**config.mk**
```make
export PLATFORM = sky130hd
export DESIGN_NAME = modu_sweep_ctrl
export DESIGN_NICKNAME = d
export VERILOG_FILES = /design/src/rtl/modu_sweep_ctrl.sv
export SDC_FILE = /design/constraint.sdc
export NUM_CORES = 1
export LEC_CHECK = 0
export ABC_CLOCK_PERIOD_IN_PS = 1400
export BUFFER_PORTS_ARGS = -buffer_cell sky130_fd_sc_hd__buf_2
export CAP_MARGIN = 20
export CORE_UTILIZATION = 44
export DETAILED_ROUTE_END_ITERATION = 7
export PLACE_DENSITY = 0.75
export SYNTH_ARGS = -nofsm -noshare
export SYNTH_HDL_FRONTEND = slang
export SYNTH_SLANG_ARGS = --single-unit
```
**constraint.sdc**
```tcl
create_clock -name clk -period 1.4 [get_ports clk]
set_input_delay 0 -clock clk [delete_from_list [all_inputs] [get_ports clk]]
set_output_delay 0 -clock clk [all_outputs]
set_load 0.02 [all_outputs]
```
**src/rtl/modu_sweep_ctrl.sv**
```systemverilog
// Exhaustive 64-vector sweep sequencer for the modu block: drives {D,C,B,A},
// holds each vector SETTLE_CYCLES cycles, folds F into a rotate-xor signature.
module modu_sweep_ctrl #(
  parameter int SETTLE_CYCLES = 2,
  parameter int SIG_W         = 16
) (
  input  logic             clk,
  input  logic             rst_n,
  input  logic             start,
  input  logic             abort,
  input  logic             hold,
  input  logic [SIG_W-1:0] exp_sig,
  input  logic [2:0]       F,
  output logic             A,
  output logic             B,
  output logic [1:0]       C,
  output logic [1:0]       D,
  output logic [5:0]       vec_idx,
  output logic             sample_stb,
  output logic [SIG_W-1:0] sig,
  output logic             busy,
  output logic             done,
  output logic             pass
);
  localparam int            CW       = (SETTLE_CYCLES > 1) ? $clog2(SETTLE_CYCLES) : 1;
  localparam logic [CW-1:0] CNT_LAST = CW'(SETTLE_CYCLES - 1);

  typedef enum logic [1:0] {S_IDLE, S_RUN, S_DONE} state_e;

  state_e           state_q, state_d;
  logic [CW-1:0]    cnt_q, cnt_d;
  logic [5:0]       vec_q, vec_d;
  logic [SIG_W-1:0] sig_q, sig_d, sig_nxt;
  logic             done_q, done_d, pass_q, pass_d;

  assign sig_nxt = {sig_q[SIG_W-2:0], sig_q[SIG_W-1]} ^ SIG_W'(F);

  always_comb begin
    state_d    = state_q;
    cnt_d      = cnt_q;
    vec_d      = vec_q;
    sig_d      = sig_q;
    done_d     = done_q;
    pass_d     = pass_q;
    sample_stb = 1'b0;
    case (state_q)
      S_IDLE: begin
        if (start) begin
          state_d = S_RUN;
          cnt_d   = '0;
          vec_d   = '0;
          sig_d   = '0;
          done_d  = 1'b0;
          pass_d  = 1'b0;
        end
      end
      S_RUN: begin
        if (abort) begin
          state_d = S_IDLE;
          cnt_d   = '0;
          vec_d   = '0;
          done_d  = 1'b0;
          pass_d  = 1'b0;
        end else if (!hold) begin
          if (cnt_q == CNT_LAST) begin
            sample_stb = 1'b1;
            sig_d      = sig_nxt;
            cnt_d      = '0;
            if (vec_q == 6'd63) begin
              // exp_sig only matters on this final edge
              state_d = S_DONE;
              vec_d   = '0;
              done_d  = 1'b1;
              pass_d  = (sig_nxt == exp_sig);
            end else begin
              vec_d = vec_q + 6'd1;
            end
          end else begin
            cnt_d = cnt_q + 1'b1;
          end
        end
      end
      S_DONE: begin
        if (abort) begin
          state_d = S_IDLE;
          cnt_d   = '0;
          vec_d   = '0;
          done_d  = 1'b0;
          pass_d  = 1'b0;
        end else if (start) begin
          state_d = S_RUN;
          cnt_d   = '0;
          vec_d   = '0;
          sig_d   = '0;
          done_d  = 1'b0;
          pass_d  = 1'b0;
        end
      end
      default: state_d = S_IDLE;
    endcase
  end

  always_ff @(posedge clk or negedge rst_n) begin
    if (!rst_n) begin
      state_q <= S_IDLE;
      cnt_q   <= '0;
      vec_q   <= '0;
      sig_q   <= '0;
      done_q  <= 1'b0;
      pass_q  <= 1'b0;
    end else begin
      state_q <= state_d;
      cnt_q   <= cnt_d;
      vec_q   <= vec_d;
      sig_q   <= sig_d;
      done_q  <= done_d;
      pass_q  <= pass_d;
    end
  end

  assign {D, C, B, A} = vec_q;
  assign vec_idx      = vec_q;
  assign sig          = sig_q;
  assign busy         = (state_q == S_RUN);
  assign done         = done_q;
  assign pass         = pass_q;
endmodule

```
[Yosys cells after proc, flatten, opt, wreduce, memory -nomap -nowiden]
Cells that the tools add are included.
W data, S select, Z words.
Cells by class
  $add $sub $neg: 2
  equal/unequal tests: 11
  mux-type cells: 44
  bitwise gates (word level): 1
  reductions and logical operators: 7
Operators with widths (number)
  $mux W16: 5
  $pmux W16 S3: 1
  $mux W6: 6
  $mux W1: 21
  $pmux W6 S3: 1
  $eq A16 B16 Y1: 1
  $xor A16 B3 Y16: 1
  $mux W2: 6
  $pmux W1 S3: 3
  $add A6 B1 Y6 const B: 1
  $eq A6 B6 Y1 const B: 1
  $ne A2 B2 Y1 const B: 3
  $ne A3 B2 Y1 const B: 2
  $pmux W2 S3: 1
  $reduce_and A3 Y1: 2
  $reduce_and A5 Y1: 1
  $reduce_and A4 Y1: 1
  $ne A3 B3 Y1 const B: 1
  $reduce_bool A3 Y1: 1
  $eq A2 B1 Y1 const B: 1
  $eq A2 B2 Y1 const B: 1
  $logic_not A2 Y1: 1
  $ne A2 B1 Y1 const B: 1
  $reduce_and A2 Y1: 1
  $add A1 B1 Y1 const B: 1
Storage, ports and cells
  register bits: 27
  output and inout bits: 32
  logic and storage cells: 71

[Depth between registers and ports, before layout]
Gate-level depths: netlist of run 1.
  word-level depth: 7
  mapped depth: 8
  gate-level depth less buffers: 7

[Worst setup path after synthesis of run 1]
OpenSTA, ideal clock, no wires.
  path type: flip-flop to flip-flop
  start: register state_q[1]
  end: register sig_q[10] (netlist: sig[10])
  setup time: 0.121 ns
  arrival: 1.655 ns
  data required time: 1.279 ns
  path slack: -0.376 ns
  stages on the path, launching flop included: 8
  path buffers: 1
  clock period less this slack: 1.776 ns
  path through: dfrtp_1 inv_1 ha_1 nand2b_4 nor2_4 o21bai_2 buf_6 a22o_1
On the way
  longest elaborated chain between the ends: 3
RTL lines
  from (decl): line 30  | state_e state_q, state_d;
  from (signal assigned): line 112  | state_q <= state_d;
  $eq A2 B1 Y1 *
  named net busy: line 21  | output logic busy,
  $ne A2 B1 Y1 (no source line), or another cell as far along
  $reduce_and A5 Y1 (no source line)
  to (signal assigned): line 115  | sig_q <= sig_d;
  to (decl): line 33  | logic [SIG_W-1:0] sig_q, sig_d, sig_nxt;
Mark *: on every way through the listed nets, which the timed path passes. The rest lies on a longest branch.
A chain may end at the register's enable or synchronous reset.

[Worst setup path in the final report of run 1]
  start: register state_q[0]
  end: register vec_q[2] (netlist: vec_idx[2])
On the way
  longest elaborated chain between the ends: 3
RTL lines
  $eq A2 B1 Y1, or another cell as far along: line 46  | case (state_q)
  $ne A3 B2 Y1 (no source line), or another cell as far along
  $reduce_and A3 Y1 (no source line)
  to (signal assigned): line 114  | vec_q <= vec_d;
  to (decl): line 32  | logic [5:0] vec_q, vec_d;
Several ways; a longest one is shown, not always the timed one.

==> results of run 1 <==
-- worst max-delay path by stage --
| stage | start | endpoint | slack, ps | cells past startpoint |
|---|---|---|---|---|
| after floorplan | state_q[1] | sig[11] | -110 | 7 |
| after global placement | state_q[0] | sig[15] | -140 | 5 |
| after detailed placement | state_q[0] | pass | -180 | 7 |
| after CTS | state_q[0] | state_q[1] | -150 | 6 |
| after global routing | state_q[0] | vec_idx[2] | -250 | 7 |
| final | state_q[0] | vec_idx[2] | -200 | 7 |
-- layout make-up --
type / count / area [um^2]
repair buffers: 93 / 606
multi-input cells: 100 / 938
clock buffers: 3 / 22.5
well taps: 46 / 57.6
fillers: 262 / 1030
flip-flops and latches: 27 / 679
clock inverters: 1 / 7.51
inverters: 5 / 18.8
-- power breakdown --
part	internal, mW	total (mW)	switching [mW]
logic	0.456	1.00	0.547
registers	0.822	0.872	0.0503
clock network	0.110	0.377	0.267
total	1.39	2.25	0.864
-- logic make-up after synthesis --
family                     after synthesis
buffers and inverters                   14
adders and majority gates                5
DFF                                     27
and+or+nand+nor                         33
AOI/OAI and AO/OA                       42
muxes                                    1
xor gates and xnor gates                19
-- worst reg2reg max path: cells and delay by family, from the launching register on --
family	cells	cell delay (ps)
DFF	1	480
buffers and inverters	1	130
muxes	1	150
AOI/OAI and AO/OA	2	380
adders and majority gates	1	200
and+or+nand+nor	2	210
-- state kept, by name, summed over array words and instances, names as in the netlist --
register  cells
done          1
cnt_q         1
sig          16
state_q       2
vec_idx       6
pass          1
-- repair_timing --
action                                  CTS  global route
resized for setup                        17            15
endpoints found under the hold margin    29             0
endpoints found under the setup margin   28            28
pin swaps                                 7             3
setup buffers                             4             1
hold buffers                              3             0
-- synth_stat cells (2+ instances only) --
cell type	instances
a21oi_1	4
dfrtp_1	27
ha_1	5
xor2_1	10
nand3_1	3
o21ai_1	7
o21ai_0	5
inv_1	5
buf_2	2
nand2b_1	3
nand4_1	2
nand2b_4	2
xnor2_1	9
nand2_1	8
a22o_1	15
buf_4	6
a32o_1	2
nor2_1	3
-- layer usage --
| layer | part of all wire, % | track usage [%] | vias to the layer above |
|---|---|---|---|
| li1 | - | - | 680 |
| met1 | 40 | 28.3 | 700 |
| met2 | 52 | 40.5 | 61 |
| met3 | 4.3 | 3.36 | 12 |
| met4 | 3.6 | 9.21 | 0 |
| met5 | 0 | 0 | - |
==> qor.json, run 1 <==
{
  "synth-async-reset-ratio": {"value": 100, "unit": "%"},
  "dp_worst_setup_slack": {"value": -184, "unit": "ps"},
  "pin_count_of_the_biggest_net_entering_global_routing": {"value": 28},
  "mostFrequentLayoutCell": {"value": "buf_2"},
  "cp_slowest_cell": {"value": "dfrtp_2"},
  "power_leakage": {"value": 1.17, "unit": "nW"},
  "holdWs": {"value": -11.6, "unit": "ps"},
  "setup-violations-final": {"value": 28},
  "worst_hold_path.num_cells": {"value": 4},
  "route.vias.total": {"value": 1453},
  "finalSetupTns": {"value": -3480, "unit": "ps"},
  "most_frequent_cells_in_the_layout": {"value": "buf_2 (54), buf_4 (29), dfrtp_1 (24)"},
  "cp_slowest_stage_delay": {"value": 480, "unit": "ps"},
  "antenna_violations_before_repair": {"value": 0},
  "crit_fanout": {"value": 4},
  "track_usage": {"value": 23.0, "unit": "%"},
  "fin_crit": {"value": 1600, "unit": "ps"},
  "h-tree-depth": {"value": 1},
  "firstDrtPassIters": {"value": 4},
  "numPlacedInstances": {"value": 263},
  "grt_setup_unrepaired": {"value": "true"},
  "die-area": {"value": 3760, "unit": "um^2"},
  "postLayoutCellArea": {"value": 2330, "unit": "um^2"},
  "ys.warnings.count": {"value": 0},
  "buffer_ports.inserted": {"value": 55},
  "cts.reportedPaths.clkPinSlew": {"value": 160, "unit": "ps"},
  "critPathKind": {"value": "flip-flop to flip-flop"},
  "synth_cell_types": {"value": 41},
  "reg2reg_slack": {"value": -200, "unit": "ps"},
  "number_of_standard_cell_rows_in_the_floorplan": {"value": 21},
  "place_congestion": {"value": 0.881},
  "synth_top_area_share": {"value": 43.6, "unit": "%"},
  "final.period_utilization": {"value": 114, "unit": "%"},
  "avgViaCountPerCell": {"value": 5.28},
  "drt_wirelength": {"value": 4.27, "unit": "mm"},
  "cts_max_path_buffers": {"value": 2},
  "timing_max_transition_violations_final": {"value": 0},
  "violations": {"value": "negative hold slack, negative setup slack"},
  "vdd_ir_max": {"value": 0.561, "unit": "mV"},
  "worst_clock_skew": {"value": 4.14, "unit": "ps"},
  "outcome": {"value": "finished, violations left"},
  "yosys.area_share.xor_xnor": {"value": 10.7, "unit": "%"},
  "route.detailed.drc": {"value": 0},
  "postSynthCellCount": {"value": 141},
  "wire_per_inst": {"value": 15.5, "unit": "um"},
  "synth-simple-area-share": {"value": 14.5, "unit": "%"},
  "crit_arrival": {"value": 1900, "unit": "ps"},
  "timing.critical_path.max_delay_family": {"value": "flip-flops"},
  "drtAntennaViolNets": {"value": 0},
  "fin_nets": {"value": 259},
  "chipHeight": {"value": 61.4, "unit": "um"},
  "drive_gt1_share": {"value": 57.6, "unit": "%"},
  "critPathRequiredTime": {"value": 1700, "unit": "ps"},
  "worst_reg2reg_path_startpoint": {"value": "state_q[0]"},
  "worstHoldEndpoint": {"value": "pass"},
  "worst_r2r_endpoint": {"value": "vec_idx[2]"},
  "insertion_delay": {"value": 350, "unit": "ps"},
  "finalHoldViolCount": {"value": 1},
  "drt-initial-drc-count": {"value": 75},
  "yosys-mux-area-fraction": {"value": 0.646, "unit": "%"},
  "report.power.total": {"value": 2.25, "unit": "mW"},
  "n_antenna_cell": {"value": 0},
  "synth_compound_area_share": {"value": 21.0, "unit": "%"},
  "synth_adder_area_share": {"value": 4.04, "unit": "%"},
  "start_util": {"value": 46.1, "unit": "%"},
  "critical_path.endpoint_type": {"value": "flip-flop"},
  "synth_area_leaders": {"value": "dfrtp_1 (44%), a22o_1 (8.5%), xor2_1 (5.6%), xnor2_1 (5.1%), ha_1 (4.0%)"},
  "placeableCoreArea": {"value": 3360, "unit": "um^2"},
  "ios": {"value": 56},
  "yosysTopAreaCell": {"value": "dfrtp_1"},
  "dpl-instance-area": {"value": 2100, "unit": "um^2"},
  "timing.hold.worst.class": {"value": "input pin to flip-flop"},
  "tritoncts": {"value": "yes"},
  "syn_avg_cell_area": {"value": 11.0, "unit": "um^2"},
  "ys_seq_elements": {"value": 27},
  "synth_top_flop_cell": {"value": "dfrtp_1"},
  "combinational_family_with_the_most_area_after_synthesis": {"value": "compound AO/OA/AOI/OAI gates"},
  "detailed_place_hpwl": {"value": 2.91, "unit": "mm"},
  "grt.overflow.total": {"value": 0},
  "cp_num_buf_inv": {"value": 1},
  "grt_pass1_wl": {"value": 6.16, "unit": "mm"},
  "via_count_of_the_first_global_routing_pass": {"value": 1335},
  "cts.sink_count": {"value": 27},
  "floorplan.die.width": {"value": 61.4, "unit": "um"},
  "max_clock_freq": {"value": 625, "unit": "MHz"},
  "fin_util": {"value": 69.3, "unit": "%"},
  "critPathLaunchType": {"value": "flip-flop"},
  "cts_made_buffers": {"value": 3},
  "synthesis.nets": {"value": 170},
  "share_of_the_yosys_chip_area_belonging_to_registers": {"value": 43.6, "unit": "%"},
  "pin_slew_with_the_least_headroom_to_its_limit": {"value": 592, "unit": "ps"},
  "syn-cell-area": {"value": 1550, "unit": "um^2"},
  "max_cap_viol_count": {"value": 0},
  "worst_slew_margin_rel": {"value": 60.5, "unit": "%"},
  "layout.cells.non_filler": {"value": 275},
  "synth-edff-count": {"value": 0},
  "holdCritStartpoint": {"value": "exp_sig[8]"},
  "syn_to_final_growth": {"value": 50.3, "unit": "%"},
  "crit_path_cell_trace": {"value": "ha_4 > and2b_4 > a21oi_4 > buf_6 > nand2_2 > mux2i_1 > a32o_1"},
  "setup_ws": {"value": -201, "unit": "ps"},
  "root_buffer": {"value": "clkbuf_4"},
  "powerDensity": {"value": 967, "unit": "nW/um^2"},
  "depth_of_the_worst_register_to_register_path": {"value": 7}
}
(Power assumes the default switching activity.)
==> inputs of run 2 (changes only) <==
CORE_UTILIZATION = 46   (was 44)
CTS_BUF_LIST = sky130_fd_sc_hd__clkbuf_8   (was not set)
PLACE_DENSITY = 0.78   (was 0.75)
==> run 2 against run 1 <==
  * The run ends with negative setup slack left
  * Final area increased by 4.1%
  * Wire length increased by 9.8%
  * Sequential power increased by 0.5%
  * Die area decreased by 4.2%
  * Clock skew decreased by 1.2 ps
  * First-iteration DRC count decreased by 19%
  * Non-clock buffer count increased by 3
  * Maximum frequency decreased by 3.1%
  * Critical path depth increased by 1
  * Power increased by 7.5%
  * Flip-flop and latch count unchanged
==> qor.json, run 2 (same netlist as run 1, synthesis figures left out) <==
{
  "outcome": {"value": "finished, violations left"},
  "violations": {"value": "negative setup slack"},
  "cp_slowest_cell": {"value": "dfrtp_1"},
  "placeableCoreArea": {"value": 3130, "unit": "um^2"},
  "h-tree-depth": {"value": 1},
  "firstDrtPassIters": {"value": 4},
  "fin_crit": {"value": 1650, "unit": "ps"},
  "tritoncts": {"value": "yes"},
  "worst_slew_margin_rel": {"value": 60.7, "unit": "%"},
  "final.period_utilization": {"value": 118, "unit": "%"},
  "dp_worst_setup_slack": {"value": -192, "unit": "ps"},
  "pin_count_of_the_biggest_net_entering_global_routing": {"value": 28},
  "powerDensity": {"value": 998, "unit": "nW/um^2"},
  "fin_nets": {"value": 263},
  "place_congestion": {"value": 0.827},
  "n_antenna_cell": {"value": 0},
  "grt_setup_unrepaired": {"value": "true"},
  "antenna_violations_before_repair": {"value": 0},
  "crit_path_cell_trace": {"value": "inv_2 > ha_4 > and2b_4 > a21oi_4 > buf_6 > nand2b_4 > o21ai_2 > o41ai_2"},
  "timing.hold.worst.class": {"value": "input pin to flip-flop"},
  "mostFrequentLayoutCell": {"value": "buf_2"},
  "buffer_ports.inserted": {"value": 55},
  "setup_ws": {"value": -253, "unit": "ps"},
  "detailed_place_hpwl": {"value": 2.92, "unit": "mm"},
  "route.detailed.drc": {"value": 0},
  "syn_to_final_growth": {"value": 56.5, "unit": "%"},
  "timing_max_transition_violations_final": {"value": 0},
  "floorplan.die.width": {"value": 60.1, "unit": "um"},
  "route.vias.total": {"value": 1497},
  "cp_slowest_stage_delay": {"value": 410, "unit": "ps"},
  "cp_num_buf_inv": {"value": 2},
  "critical_path.endpoint_type": {"value": "flip-flop"},
  "power_leakage": {"value": 1.21, "unit": "nW"},
  "cts.sink_count": {"value": 27},
  "critPathRequiredTime": {"value": 1570, "unit": "ps"},
  "root_buffer": {"value": "clkbuf_8"},
  "start_util": {"value": 49.6, "unit": "%"},
  "worst_clock_skew": {"value": 2.89, "unit": "ps"},
  "max_clock_freq": {"value": 605, "unit": "MHz"},
  "ios": {"value": 56},
  "setup-violations-final": {"value": 28},
  "cts_max_path_buffers": {"value": 2},
  "finalSetupTns": {"value": -5250, "unit": "ps"},
  "wire_per_inst": {"value": 16.9, "unit": "um"},
  "max_cap_viol_count": {"value": 0},
  "vdd_ir_max": {"value": 0.641, "unit": "mV"},
  "cts.reportedPaths.clkPinSlew": {"value": 90, "unit": "ps"},
  "pin_slew_with_the_least_headroom_to_its_limit": {"value": 590, "unit": "ps"},
  "drt_wirelength": {"value": 4.69, "unit": "mm"},
  "nFillCells": {"value": 187},
  "critPathKind": {"value": "flip-flop to flip-flop"},
  "most_frequent_cells_in_the_layout": {"value": "buf_2 (54), buf_4 (31), dfrtp_1 (24)"},
  "drt-initial-drc-count": {"value": 61},
  "numPlacedInstances": {"value": 262},
  "via_count_of_the_first_global_routing_pass": {"value": 1398},
  "insertion_delay": {"value": 280, "unit": "ps"},
  "die-area": {"value": 3610, "unit": "um^2"},
  "avgViaCountPerCell": {"value": 5.40},
  "critPathLaunchType": {"value": "flip-flop"},
  "grt_pass1_wl": {"value": 6.64, "unit": "mm"},
  "drive_gt1_share": {"value": 59.7, "unit": "%"},
  "grt.overflow.total": {"value": 0},
  "drtAntennaViolNets": {"value": 0},
  "track_usage": {"value": 25.7, "unit": "%"},
  "finalHoldViolCount": {"value": 0},
  "chipHeight": {"value": 60.1, "unit": "um"},
  "crit_arrival": {"value": 1820, "unit": "ps"},
  "timing.critical_path.max_delay_family": {"value": "compound AO/OA/AOI/OAI gates"},
  "cts_made_buffers": {"value": 3},
  "layout.cells.non_filler": {"value": 277},
  "holdWs": {"value": 51.2, "unit": "ps"},
  "max_ffs_per_register": {"value": 16},
  "number_of_standard_cell_rows_in_the_floorplan": {"value": 20},
  "fin_util": {"value": 77.6, "unit": "%"},
  "crit_fanout": {"value": 8}
}
-- run 2: power breakdown --
group,internal (mW),switching (mW)
clock network,0.203,0.264
logic,0.496,0.583
registers,0.821,0.0542
total,1.52,0.901
-- run 2: metal layers --
metal	track usage, %	share of wire (%)	up-vias
met5	0	0	-
met4	13.0	3.0	0
met3	3.46	3.9	13
met2	42.2	52	63
met1	32.9	41	734
li1	-	-	687
-- run 2: through the flow --
step,area (um^2),power [mW]
2_1_floorplan,1600,1.41
3_3_place_gp,2100,1.60
3_5_place_dp,2100,1.62
4_1_cts,2310,2.26
5_1_grt,2430,2.53
6_report,2430,2.42
-- run 2: area by class of cell --
class                           count  area [um^2]  share of cell area (%)
Tap cell                           44         55.1                    2.27
Clock inverter                      1         7.51                   0.309
Timing Repair Buffer               96          643                    26.5
Inverter                            5         18.8                   0.774
Clock buffer                        3         41.3                    1.70
Sequential cell                    27          679                    28.0
Multi-Input combinational cell    101          981                    40.4
-- run 2: final timing paths --
check	from	slack [ps]	endpoint	depth (start not counted)
min in group asynchronous	rst_n	260	cnt_q	2
setup reg to reg	state_q[1]	-250	pass	8
max in group asynchronous	rst_n	720	state_q[0]	2
hold reg to reg	pass	550	pass	2
setup / recovery	state_q[1]	-250	pass	8
hold / removal	F[0]	50	sig[0]	3
-- run 2: worst reg2reg max path, stage by stage, from the launching register on --
cell      delay (ps)
dfrtp_1          410
inv_2             80
ha_4             190
and2b_4          180
a21oi_4          190
buf_6            130
nand2b_4         100
o21ai_2          170
o41ai_2           90
-- run 2: what timing repair did --
item	in CTS	in global routing
resized for setup	23	16
cloned	1	0
hold buffers	1	0
hold endpoints to repair	27	0
endpoints found under the setup margin	28	28
pin swaps	19	15
setup buffers	4	5
==> inputs of run 3 (changes only) <==
ABC_CLOCK_PERIOD_IN_PS = 1890   (was 1400)
CORE_UTILIZATION = 51   (was 46)
PLACE_DENSITY = 0.82   (was 0.78)
RECOVER_POWER = 50   (was not set)
clock period = 1.89 ns   (was 1.4 ns; I/O delays follow)
==> run 3 against run 2 <==
  * The run ends with design-rule violations left
  * Sequential power is 27% lower
  * First-iteration DRC count is 18% lower
  * Global-route usage is 2.8 points lower
  * Register-to-register slack better by 370 ps
  * Clock power is 28% lower
  * Highest routed layer unchanged
==> qor.json, run 3 (same netlist as run 1, synthesis figures left out) <==
{
  "finalSetupTns": {"value": 0, "unit": "ps"},
  "fin_nets": {"value": 223},
  "drtAntennaViolNets": {"value": 0},
  "multi_input_comb_area": {"value": 790, "unit": "um^2"},
  "violations": {"value": "design-rule violations"},
  "detailed_place_hpwl": {"value": 2.60, "unit": "mm"},
  "net-switching-power": {"value": 0.511, "unit": "mW"},
  "cts.sink_count": {"value": 27},
  "drt_wirelength": {"value": 3.38, "unit": "mm"},
  "tritoncts": {"value": "yes"},
  "vdd_ir_max": {"value": 0.347, "unit": "mV"},
  "pin_slew_with_the_least_headroom_to_its_limit": {"value": 1440, "unit": "ps"},
  "critical_path.endpoint_type": {"value": "flip-flop"},
  "via_count_of_the_first_global_routing_pass": {"value": 1276},
  "insertion_delay": {"value": 270, "unit": "ps"},
  "mostFrequentLayoutCell": {"value": "buf_2"},
  "max_cap_viol_count": {"value": 0},
  "worst_clock_skew": {"value": 3.09, "unit": "ps"},
  "ios": {"value": 56},
  "holdCritStartpoint": {"value": "hold"},
  "power_switching_share": {"value": 35.8, "unit": "%"},
  "root_buffer": {"value": "clkbuf_8"},
  "critPathLaunchType": {"value": "flip-flop"},
  "critPathKind": {"value": "flip-flop to flip-flop"},
  "grt_pass1_wl": {"value": 5.67, "unit": "mm"},
  "track_usage": {"value": 22.9, "unit": "%"},
  "die-area": {"value": 3260, "unit": "um^2"},
  "cts_setup_buffers": {"value": 0},
  "postLayoutCellArea": {"value": 1840, "unit": "um^2"},
  "firstDrtPassIters": {"value": 6},
  "grt_setup_unrepaired": {"value": "false"},
  "n_antenna_cell": {"value": 0},
  "chipHeight": {"value": 57.1, "unit": "um"},
  "route.detailed.drc": {"value": 4},
  "crit_fanout": {"value": 8},
  "syn_to_final_growth": {"value": 19.0, "unit": "%"},
  "most_frequent_cells_in_the_layout": {"value": "buf_2 (39), dfrtp_1 (27), clkbuf_1 (16)"},
  "setup-violations-final": {"value": 0},
  "cts_max_path_buffers": {"value": 2},
  "timing_max_transition_violations_final": {"value": 0},
  "clkPwrFrac": {"value": 23.5, "unit": "%"},
  "power.share.sequential": {"value": 44.7, "unit": "%"},
  "nFillCells": {"value": 231},
  "fin_util": {"value": 65.2, "unit": "%"},
  "crit_arrival": {"value": 1930, "unit": "ps"},
  "cts.reportedPaths.clkPinSlew": {"value": 100, "unit": "ps"},
  "antenna_violations_before_repair": {"value": 0},
  "max_ffs_per_register": {"value": 16},
  "drive_gt1_share": {"value": 29.5, "unit": "%"},
  "h-tree-depth": {"value": 1},
  "worst_reg2reg_path_startpoint": {"value": "state_q[1]"},
  "final-seq-area": {"value": 676, "unit": "um^2"},
  "worst_slew_margin_rel": {"value": 4.15, "unit": "%"},
  "placeableCoreArea": {"value": 2830, "unit": "um^2"},
  "critPathRequiredTime": {"value": 2050, "unit": "ps"},
  "drt-initial-drc-count": {"value": 50},
  "max_clock_freq": {"value": 565, "unit": "MHz"},
  "pin_count_of_the_biggest_net_entering_global_routing": {"value": 28},
  "wire_per_inst": {"value": 15.1, "unit": "um"},
  "finalHoldViolCount": {"value": 0},
  "powerDensity": {"value": 773, "unit": "nW/um^2"},
  "power_leakage": {"value": 0.889, "unit": "nW"},
  "cts-resized-gates": {"value": 0},
  "worst_hold_path.num_cells": {"value": 3},
  "avgViaCountPerCell": {"value": 5.70},
  "cts_made_buffers": {"value": 3},
  "p_int": {"value": 0.914, "unit": "mW"},
  "route.vias.total": {"value": 1277},
  "start_util": {"value": 54.8, "unit": "%"},
  "fin_crit": {"value": 1770, "unit": "ps"},
  "outcome": {"value": "finished, violations left"},
  "final.period_utilization": {"value": 93.6, "unit": "%"},
  "depth_of_the_worst_register_to_register_path": {"value": 7},
  "place_congestion": {"value": 0.815},
  "floorplan.die.width": {"value": 57.1, "unit": "um"},
  "dpl-instance-area": {"value": 1810, "unit": "um^2"},
  "critPathLaunch": {"value": "state_q[1]"},
  "buffer_ports.inserted": {"value": 55},
  "timing.hold.worst.class": {"value": "input pin to flip-flop"},
  "power.share.combinational": {"value": 31.8, "unit": "%"},
  "number_of_standard_cell_rows_in_the_floorplan": {"value": 19},
  "grt.overflow.total": {"value": 0}
}
[run 3: power groups by stage]
stage	combinational [mW]	sequential, mW	clock [mW]
CTS	0.454	0.637	0.341
detailed placement	0.452	0.649	0
global route	0.499	0.646	0.368
floorplan	0.331	0.660	0
global placement	0.432	0.645	0
finish	0.453	0.637	0.335
[run 3: final cells by class]
cell class | instances | share of cell area, %
flip-flops and latches | 27 | 36.6
well taps | 31 | 2.10
inverters | 5 | 1.02
clock inverters | 1 | 0.407
clock buffers | 3 | 2.24
multi-input cells | 100 | 42.8
repair buffers | 57 | 14.8
[run 3: final timing paths]
check,end,slack [ps]
min in group asynchronous,vec_idx[0],590
setup reg to reg,pass,120
hold / removal,cnt_q,50
max in group asynchronous,sig[5],470
setup / recovery,pass,120
hold reg to reg,done,520
[run 3: through the flow]
stage / instances / hold WS, ps / power (mW) / setup slack (ps)
floorplan: 141 / -296 / 0.991 / 114
global placement: 219 / 31.9 / 1.08 / 200
detailed placement: 219 / 39.8 / 1.10 / 150
CTS: 224 / 49.9 / 1.43 / 136
global route: 224 / 66.2 / 1.51 / 2.79
finish: 224 / 54.1 / 1.43 / 121
[run 3: metal layers]
metal | track usage (%) | wire [um]
met5 | 0 | 0
met4 | 11.5 | 59
met3 | 4.31 | 191
met2 | 40.2 | 1750
met1 | 26.7 | 1390
[run 3: critical path, stage by stage (launching register included)]
cell and delay, ps:
dfrtp_1 380, inv_1 80, ha_1 240, and2b_4 210, a21oi_4 200, nand2b_1 240
o21ai_2 210, o41ai_2 80
[run 3: timing repair]
action | CTS | global route
endpoints found under the hold margin | 27 | 0
endpoints found under the setup margin | 0 | 0
hold buffers | 1 | 0
